### src/rtl/morse_shifter_pkg.sv
// Shared types and constants for the Morse serialiser.
// Patterns are MSB-first, left-aligned in 12 bits.
package morse_shifter_pkg;

   localparam int unsigned MORSE_PAT_W = 12;
   localparam int unsigned MORSE_LEN_W = 4;

   typedef enum logic [1:0] {
      IDLE   = 2'd0,
      ARM    = 2'd1,
      SHIFT  = 2'd2,
      FINISH = 2'd3
   } state_e;

   localparam logic [11:0] PAT_TBL [8] = '{
      12'b1011_1000_0000,
      12'b1110_1010_1000,
      12'b1110_1011_1010,
      12'b1110_1010_0000,
      12'b1000_0000_0000,
      12'b1010_1110_1000,
      12'b1110_1110_1000,
      12'b1010_1010_0000
   };

   localparam logic [3:0] LEN_TBL [8] = '{
      4'd5, 4'd9, 4'd11, 4'd7,
      4'd1, 4'd9, 4'd9,  4'd7
   };

endpackage

### src/rtl/morse_shifter_if.sv
// Start/tick inputs and serial/status outputs of the serialiser.
interface morse_shifter_if;

   logic       Enable;
   logic       Go;
   logic [2:0] Letter;
   logic       Dout;
   logic       Busy;
   logic       Done;

   modport master (
      output Enable, Go, Letter,
      input  Dout, Busy, Done
   );

   modport slave (
      input  Enable, Go, Letter,
      output Dout, Busy, Done
   );

endinterface

### src/rtl/morse_shifter_lut.sv
// Combinational letter -> {pattern, length} lookup.
module morse_lut
   import morse_shifter_pkg::*;
#(
   parameter int unsigned PAT_W = MORSE_PAT_W,
   parameter int unsigned LEN_W = MORSE_LEN_W
) (
   input  logic [2:0]       letter_i,
   output logic [PAT_W-1:0] pat_o,
   output logic [LEN_W-1:0] len_o
);

   // Wider registers keep the pattern left-aligned with zero padding.
   if (PAT_W == MORSE_PAT_W) begin : g_eq
      assign pat_o = PAT_TBL[letter_i];
   end else begin : g_pad
      assign pat_o = {PAT_TBL[letter_i],
                      {(PAT_W-MORSE_PAT_W){1'b0}}};
   end

   assign len_o = LEN_W'(LEN_TBL[letter_i]);

endmodule

### src/rtl/morse_shifter.sv
// Serialises one Morse letter onto Dout, one unit per Enable tick.
module morse_shifter
   import morse_shifter_pkg::*;
#(
   parameter int unsigned PAT_W = MORSE_PAT_W,
   parameter int unsigned LEN_W = MORSE_LEN_W
) (
   input  logic          Clock,
   input  logic          Resetn,
   morse_shifter_if.slave bus
);

   state_e             state_q, state_d;
   logic [PAT_W-1:0]   pat_q, pat_d;
   logic [LEN_W-1:0]   cnt_q, cnt_d;
   logic               dout_q, dout_d;
   logic [PAT_W-1:0]   lut_pat;
   logic [LEN_W-1:0]   lut_len;

   morse_lut #(
      .PAT_W (PAT_W),
      .LEN_W (LEN_W)
   ) u_lut (
      .letter_i (bus.Letter),
      .pat_o    (lut_pat),
      .len_o    (lut_len)
   );

   always_comb begin
      state_d = state_q;
      pat_d   = pat_q;
      cnt_d   = cnt_q;
      dout_d  = dout_q;
      unique case (state_q)
         IDLE: begin
            dout_d = 1'b0;
            if (bus.Go) begin
               state_d = ARM;
               pat_d   = lut_pat;
               cnt_d   = lut_len;
            end
         end
         ARM: begin
            if (bus.Enable) begin
               dout_d  = pat_q[PAT_W-1];
               pat_d   = {pat_q[PAT_W-2:0], 1'b0};
               cnt_d   = cnt_q - LEN_W'(1);
               state_d = SHIFT;
            end
         end
         SHIFT: begin
            if (bus.Enable) begin
               if (cnt_q == '0) begin
                  dout_d  = 1'b0;
                  state_d = FINISH;
               end else begin
                  dout_d = pat_q[PAT_W-1];
                  pat_d  = {pat_q[PAT_W-2:0], 1'b0};
                  cnt_d  = cnt_q - LEN_W'(1);
               end
            end
         end
         FINISH: begin
            state_d = IDLE;
         end
         default: begin
            state_d = IDLE;
         end
      endcase
   end

   always_ff @(posedge Clock or negedge Resetn) begin
      if (!Resetn) begin
         state_q <= IDLE;
         pat_q   <= '0;
         cnt_q   <= '0;
         dout_q  <= 1'b0;
      end else begin
         state_q <= state_d;
         pat_q   <= pat_d;
         cnt_q   <= cnt_d;
         dout_q  <= dout_d;
      end
   end

   assign bus.Dout = dout_q;
   assign bus.Busy = (state_q != IDLE);
   assign bus.Done = (state_q == FINISH);

endmodule

### src/flat_wrapper.sv
// flat-port wrapper written by rule: the top's interface ports become plain ports
module morse_shifter_flat import morse_shifter_pkg::*;
#(
   parameter int unsigned PAT_W = MORSE_PAT_W,
   parameter int unsigned LEN_W = MORSE_LEN_W
)
  (Clock, Resetn, bus_Enable, bus_Go, bus_Letter, bus_Dout, bus_Busy, bus_Done);
  morse_shifter_if bus_i ();
  input  logic Clock;
  input  logic Resetn;
  input wire logic [$bits(bus_i.Enable)-1:0] bus_Enable;
  input wire logic [$bits(bus_i.Go)-1:0] bus_Go;
  input wire logic [$bits(bus_i.Letter)-1:0] bus_Letter;
  output wire logic [$bits(bus_i.Dout)-1:0] bus_Dout;
  output wire logic [$bits(bus_i.Busy)-1:0] bus_Busy;
  output wire logic [$bits(bus_i.Done)-1:0] bus_Done;
  assign bus_i.Enable = bus_Enable;
  assign bus_i.Go = bus_Go;
  assign bus_i.Letter = bus_Letter;
  assign bus_Dout = bus_i.Dout;
  assign bus_Busy = bus_i.Busy;
  assign bus_Done = bus_i.Done;
  morse_shifter #(.PAT_W(PAT_W), .LEN_W(LEN_W)) u_core (.Clock(Clock), .Resetn(Resetn), .bus(bus_i));
endmodule
### config.mk
export PLATFORM = sky130hd
export DESIGN_NAME = morse_shifter_flat
export DESIGN_NICKNAME = d
export VERILOG_FILES = /design/src/rtl/morse_shifter_pkg.sv /design/src/rtl/morse_shifter_if.sv /design/src/rtl/morse_shifter_lut.sv /design/src/rtl/morse_shifter.sv /design/src/flat_wrapper.sv
export SDC_FILE = /design/constraint.sdc
export NUM_CORES = 1
export LEC_CHECK = 0
export CAP_MARGIN = 40
export CORE_MARGIN = 1
export CORE_UTILIZATION = 40
export CTS_BUF_LIST = sky130_fd_sc_hd__clkbuf_16
export CTS_CLUSTER_DIAMETER = 50
export CTS_CLUSTER_SIZE = 12
export DETAILED_ROUTE_END_ITERATION = 6
export HOLD_SLACK_MARGIN = 0.15
export RECOVER_POWER = 50
export SETUP_SLACK_MARGIN = 0.05
export SKIP_CTS_REPAIR_TIMING = 1
export SYNTH_ARGS = -nofsm -noshare
export SYNTH_HDL_FRONTEND = slang
export SYNTH_SLANG_ARGS = --single-unit
export TNS_END_PERCENT = 1
### constraint.sdc
create_clock -name Clock -period 2.1 [get_ports Clock]
set_input_delay 0.63 -clock Clock [delete_from_list [all_inputs] [get_ports Clock]]
set_output_delay 0.63 -clock Clock [all_outputs]
set_load 0.03 [all_outputs]
==> metrics, run 1 <==
drt total wl=around 2.3 mm; CTS root buf=clkbuf_16; Mapped Area=~1100 µm²; Nets=155; Clock Tree Buf Depth=2; relative slew slack=34.8%; DRT Pass-1 Iters=3; sequential cell area fraction in the yosys report=between 40% and 50%; met1 Use GR=around a quarter; Avg Vias per Cell=5.26; RSZ-0062 raised after global routing=false; number of global-route vias before repair=878; Port-buffer cells=9; Syn Area/Cell=slightly below 10 µm²; status=finished, final reports clean; DIE WIDTH=55.0 µm; Post-synth top cells=dfrtp_1, inv_1, ha_1; Slew Viols, Final=0; Data required, critical path=around 1.5 ns; Max Freq=between 500 and 600 MHz; H-tree levels=1; core area=around 2600 µm²; hpwl dp=~1.7 mm; EDFF count, synth=0; flop-to-flop setup slack=between 0.3 and 0.4 ns; GPL Wtd Cong=between 0.7 and 0.8; Ports=10; final hold vios=0; GR peak layer=met2; Yosys reg bits=18; Worst Setup Start Kind=flop; top-area cell type share of the netlist area=between 40% and 50%; DR DRC count=0; Clock Skew=around 0.0007 ns; Ant. Diodes=0; Sum Neg Setup Slack=0 ns; Post-synth ARST share=100%; vias=between 800 and 900; r2r startpoint=u_core.state_q[0]; fin worst setup slack=approximately 0.18 ns; hold crit path type=flop to flop; Synth Instances=about 120; row count=18; WS Path Type=flop to output port; Max Fanout on Critical Path=5; initial antenna violation count=0; Netlist cell types=32; layout cells sized above 1=17.6%; Synth-to-Final Area Change=23.7%; TritonCTS clock tree=done; Congestion Overflow GR=0; grt met3 use=4.92%; Yosys top cell by area=dfrtp_1; global-route wire length before repair=around 4.0 mm; top post-synthesis cells by area=dfrtp_1, ha_1, inv_1, a21oi_1, o21ai_0; largest net degree at the start of global routing=19; Critical Path End Type=output port; Placement Setup Slack=-0.0337 ns; most frequent cell after synthesis=dfrtp_1; Yosys warnings=0; Power Dens Cells=~1700 nW/µm²; hold-critical path endpoint=u_core.pat_q[6]; hold path cells=2; worst setup path start=u_core.state_q[1]; Worst-path clk slew=0.05 ns; DR WL/cell=13.7 µm; Worst-Skew Late Latency=approximately 0.25 ns; fin crit period=approximately 1.9 ns; met2 usage=around a third; # setup viols final=0; total CTS buffers=3; chip height=55.0 µm; Least-Margin Pin Slew=around 1 ns; WP data arrival=about 1.3 ns; Pleak=~0.67 nW; main flop type after synthesis=dfrtp_1; die area=a little over 3000 µm²; Routed Antenna Nets=0; VDD IR max=about 1.1 mV; Starting DRT DRC Count=5; CTS sink cnt=18; synthesized net count=134; initial core utilization=a little over two fifths; overall routing resource usage=approximately a fifth; hold path start=u_core.pat_q[6]; # Max-Cap Violations=0; Reg2Reg Depth=7; fraction of the cycle the final worst path needs=between 90% and 100%; reg2reg end=u_core.pat_q[11]
[cell families (layout without fill, tap and decap cells)]
| logic type | Yosys count | in the layout | synth area share (%) |
|---|---|---|---|
| fa+ha+maj | 11 | 11 | 12.3 |
| simple gates | 34 | 34 | 16.7 |
| compound gates | 28 | 28 | 17.4 |
| mux | 6 | 6 | 6.35 |
| buf+inv | 19 | 39 | 7.13 |
| flops | 18 | 18 | 40.1 |
[stage by stage]
stage                     utilization (%)  power [mW]  hold slack (ns)  area, µm²  cells
after detailed placement             51.0        2.03            0.478       1310    162
after CTS                            54.0        2.43            0.490       1390    166
after floorplan                         -        1.68            0.334       1120    116
after global routing                 54.1        2.60            0.515       1390    166
after global placement               51.0        1.99            0.470       1310    162
final                                54.1        2.40            0.479       1390    166
[final cells by class]
cell class / instances / area [µm²]
fill: 258 / 1180
clock buffer: 3 / 75.1
timing repair buffer: 20 / 174
clock inverter: 1 / 3.75
tap: 30 / 37.5
inverter: 15 / 56.3
multi-input combinational: 79 / 592
sequential: 18 / 450
[where the power goes]
part | total [mW] | internal, mW | switching (mW)
combinational | 1.39 | 0.622 | 0.769
sequential | 0.630 | 0.527 | 0.103
clock | 0.376 | 0.253 | 0.124
[cells in the final DEF, fill, tap and decap left out, types with 3 or more instances in the layout]
master	instances
dfrtp_1	18
inv_1	15
ha_1	11
nor2_1	10
buf_4	10
a21oi_1	9
o21ai_0	8
nand2_1	7
clkdlybuf4s50_1	6
nand2b_1	4
nand3_1	3
mux2i_1	3
clkbuf_16	3
[routing by layer]
metal | part of all wire, % | wire length [µm] | vias up
met1 | 47 | 1070 | 426
met5 | 0 | 0 | -
met3 | 2.6 | 60 | 2
met4 | 0.75 | 17 | 0
li1 | - | - | 439
met2 | 50 | 1130 | 6
[how the worst max path moves through the flow]
stage,to,cells after the start
after CTS,bus_Busy,4
after global placement,u_core.cnt_q[2],7
after floorplan,u_core.pat_q[7],6
final,bus_Busy,4
after detailed placement,u_core.cnt_q[2],7
after global routing,u_core.pat_q[9],8
[sequential cells by signal, indices dropped and copies added, names as in the netlist]
name,flops
u_core.state_q,2
u_core.cnt_q,4
u_core.pat_q,11
u_core.bus.Dout,1
[critical path, cell delays in order, from the launching register on]
cell and delay [ns]:
dfrtp_1 0.41, inv_1 0.11, ha_1 0.20, inv_1 0.05, dlymetal6s2s_1 0.28
Note: power is estimated with default switching activity, not from simulation.
==> run 2: changes to the inputs <==
CORE_UTILIZATION = 56   (was 40)
PLACE_DENSITY = 0.78   (was unset)
==> run 2 against run 1 <==
Die area decreased by 28%. Combinational power about the same. Critical path depth unchanged. Highest routed layer unchanged.
==> metrics, run 2 (synthesis results as in run 1) <==
Worst Setup Start Kind=flop; total power draw=around 2.4 mW; Port-buffer cells=9; initial antenna violation count=0; initial core utilization=62.3%; GPL Wtd Cong=around 0.79; Slew Viols, Final=0; # Max-Cap Violations=0; Ports=10; Inst Count DP=156; fraction of the cycle the final worst path needs=around nine tenths; DR DRC count=0; core area=approximately 1800 µm²; Data required, critical path=around 1.5 ns; global-route wire length before repair=~3.7 mm; Layout Cells excl Fill=159; CP bufs+invs=3; Clock Skew=between 0.002 and 0.0025 ns; overall routing resource usage=between 20% and 30%; max reg flops=11; Routed Antenna Nets=0; WS Path Type=flop to output port; Congestion Overflow GR=0; Crit path max-delay family=buffers and inverters; total CTS buffers=3; number of global-route vias before repair=approximately 850; crit path cell chain=inv_1, ha_1, inv_1, dlymetal6s2s_1; CTS root buf=clkbuf_16; Power Dens Cells=between 1500 and 2000 nW/µm²; # setup viols final=0; final hold vios=0; RSZ-0062 raised after global routing=false; Fin Hold WS=between 0.4 and 0.5 ns; area of placed instances=1290 µm²; Top reg by flops=u_core.pat_q; DIE WIDTH=about 47 µm; drt total wl=2.24 mm; slowest CP cell=dfrtp_1; commonest non-fill, non-tap cell in the layout=dfrtp_1; layout cells sized above 1=approximately 17%; DRT Pass-1 Iters=4; fin crit period=about 1.9 ns; Most Frequent Cell on Critical Path=inv_1; worst stage delay on the critical path=~0.4 ns; Critical Path End Type=output port; Ant. Diodes=0; VDD IR max=1.15 mV; most frequent cells in the layout=dfrtp_1, inv_1, ha_1; DR WL/cell=around 14 µm; hold crit path type=flop to flop; Clock Tree Buf Depth=2; Nets=approximately 150; Worst-path clk slew=0.05 ns; Max Freq=between 500 and 600 MHz; Starting DRT DRC Count=12; relative slew slack=about a third; row count=15; Largest regs=u_core.pat_q (11), u_core.cnt_q (4), u_core.state_q (2); Pleak=0.660 nW; CTS sink cnt=18; Fillers=between 100 and 150; Least-Margin Pin Slew=around 0.99 ns; Synth-to-Final Area Change=22.2%; TritonCTS clock tree=done; Max Fanout on Critical Path=5; design area=between 1000 and 1500 µm²; H-tree levels=1; die area=about 2200 µm²; vias=903; largest net degree at the start of global routing=19; Worst-Skew Late Latency=approximately 0.25 ns; WP data arrival=approximately 1.3 ns; hpwl dp=1.68 mm; chip height=~47 µm; status=finished, final reports clean; Avg Vias per Cell=5.68
run 2: cell types whose count changed in the layout (fill, tap and decap cells not counted):
| cell | before | now |
|---|---|---|
| buf_4 | 10 | 9 |
| clkinv_1 | 1 | 0 |
run 2: power breakdown:
group          leakage, nW  internal [mW]  switching [mW]  total (mW)
sequential           0.213          0.527           0.104       0.631
clock               0.0370          0.250           0.118       0.368
combinational        0.409          0.643           0.773        1.42
run 2: final timing paths:
kind                       depth (start not counted)  slack [ns]                 to         startpoint
setup / recovery                                   4        0.19           bus_Busy  u_core.state_q[1]
hold / removal                                     1        0.49    u_core.bus.Dout    u_core.bus.Dout
setup reg to reg                                   7        0.29   u_core.pat_q[10]  u_core.state_q[0]
hold reg to reg                                    1        0.49    u_core.bus.Dout    u_core.bus.Dout
max in group asynchronous                          2        0.44    u_core.pat_q[7]             Resetn
min in group asynchronous                          2        1.07  u_core.state_q[0]             Resetn
run 2: area by class of cell:
| cell class | instances | area [µm²] | area share [%] |
|---|---|---|---|
| multi-input cells | 79 | 592 | 43.2 |
| flip-flops and latches | 18 | 450 | 32.8 |
| repair buffers | 19 | 166 | 12.1 |
| clock buffers | 3 | 75.1 | 5.47 |
| inverters | 15 | 56.3 | 4.11 |
| well taps | 25 | 31.3 | 2.28 |
run 2: through the flow:
stage                     util (%)  worst slack [ns]  setup TNS, ns
after detailed placement      71.9           -0.0251        -0.0251
after CTS                     76.0            -0.197         -0.295
after global placement        71.9            0.0234              0
final                         76.1             0.192              0
after global routing          76.1            0.0959              0
after floorplan                  -             0.399              0
run 2: worst reg2reg max path: stages (launching register included):
cell	delay, ns
dfrtp_1	0.37
inv_1	0.12
ha_1	0.31
nand4bb_2	0.22
and4_4	0.31
buf_4	0.18
o211ai_1	0.08
o21ai_0	0.10
run 2: routing by layer:
layer	part of all wire, %	global-route usage [%]	up-vias	routed length (µm)
met4	0.94	7.43	0	21
li1	-	-	443	-
met5	0	0	-	0
met1	46	31.1	434	1030
met2	48	38.9	21	1080
met3	5.1	5.00	5	115
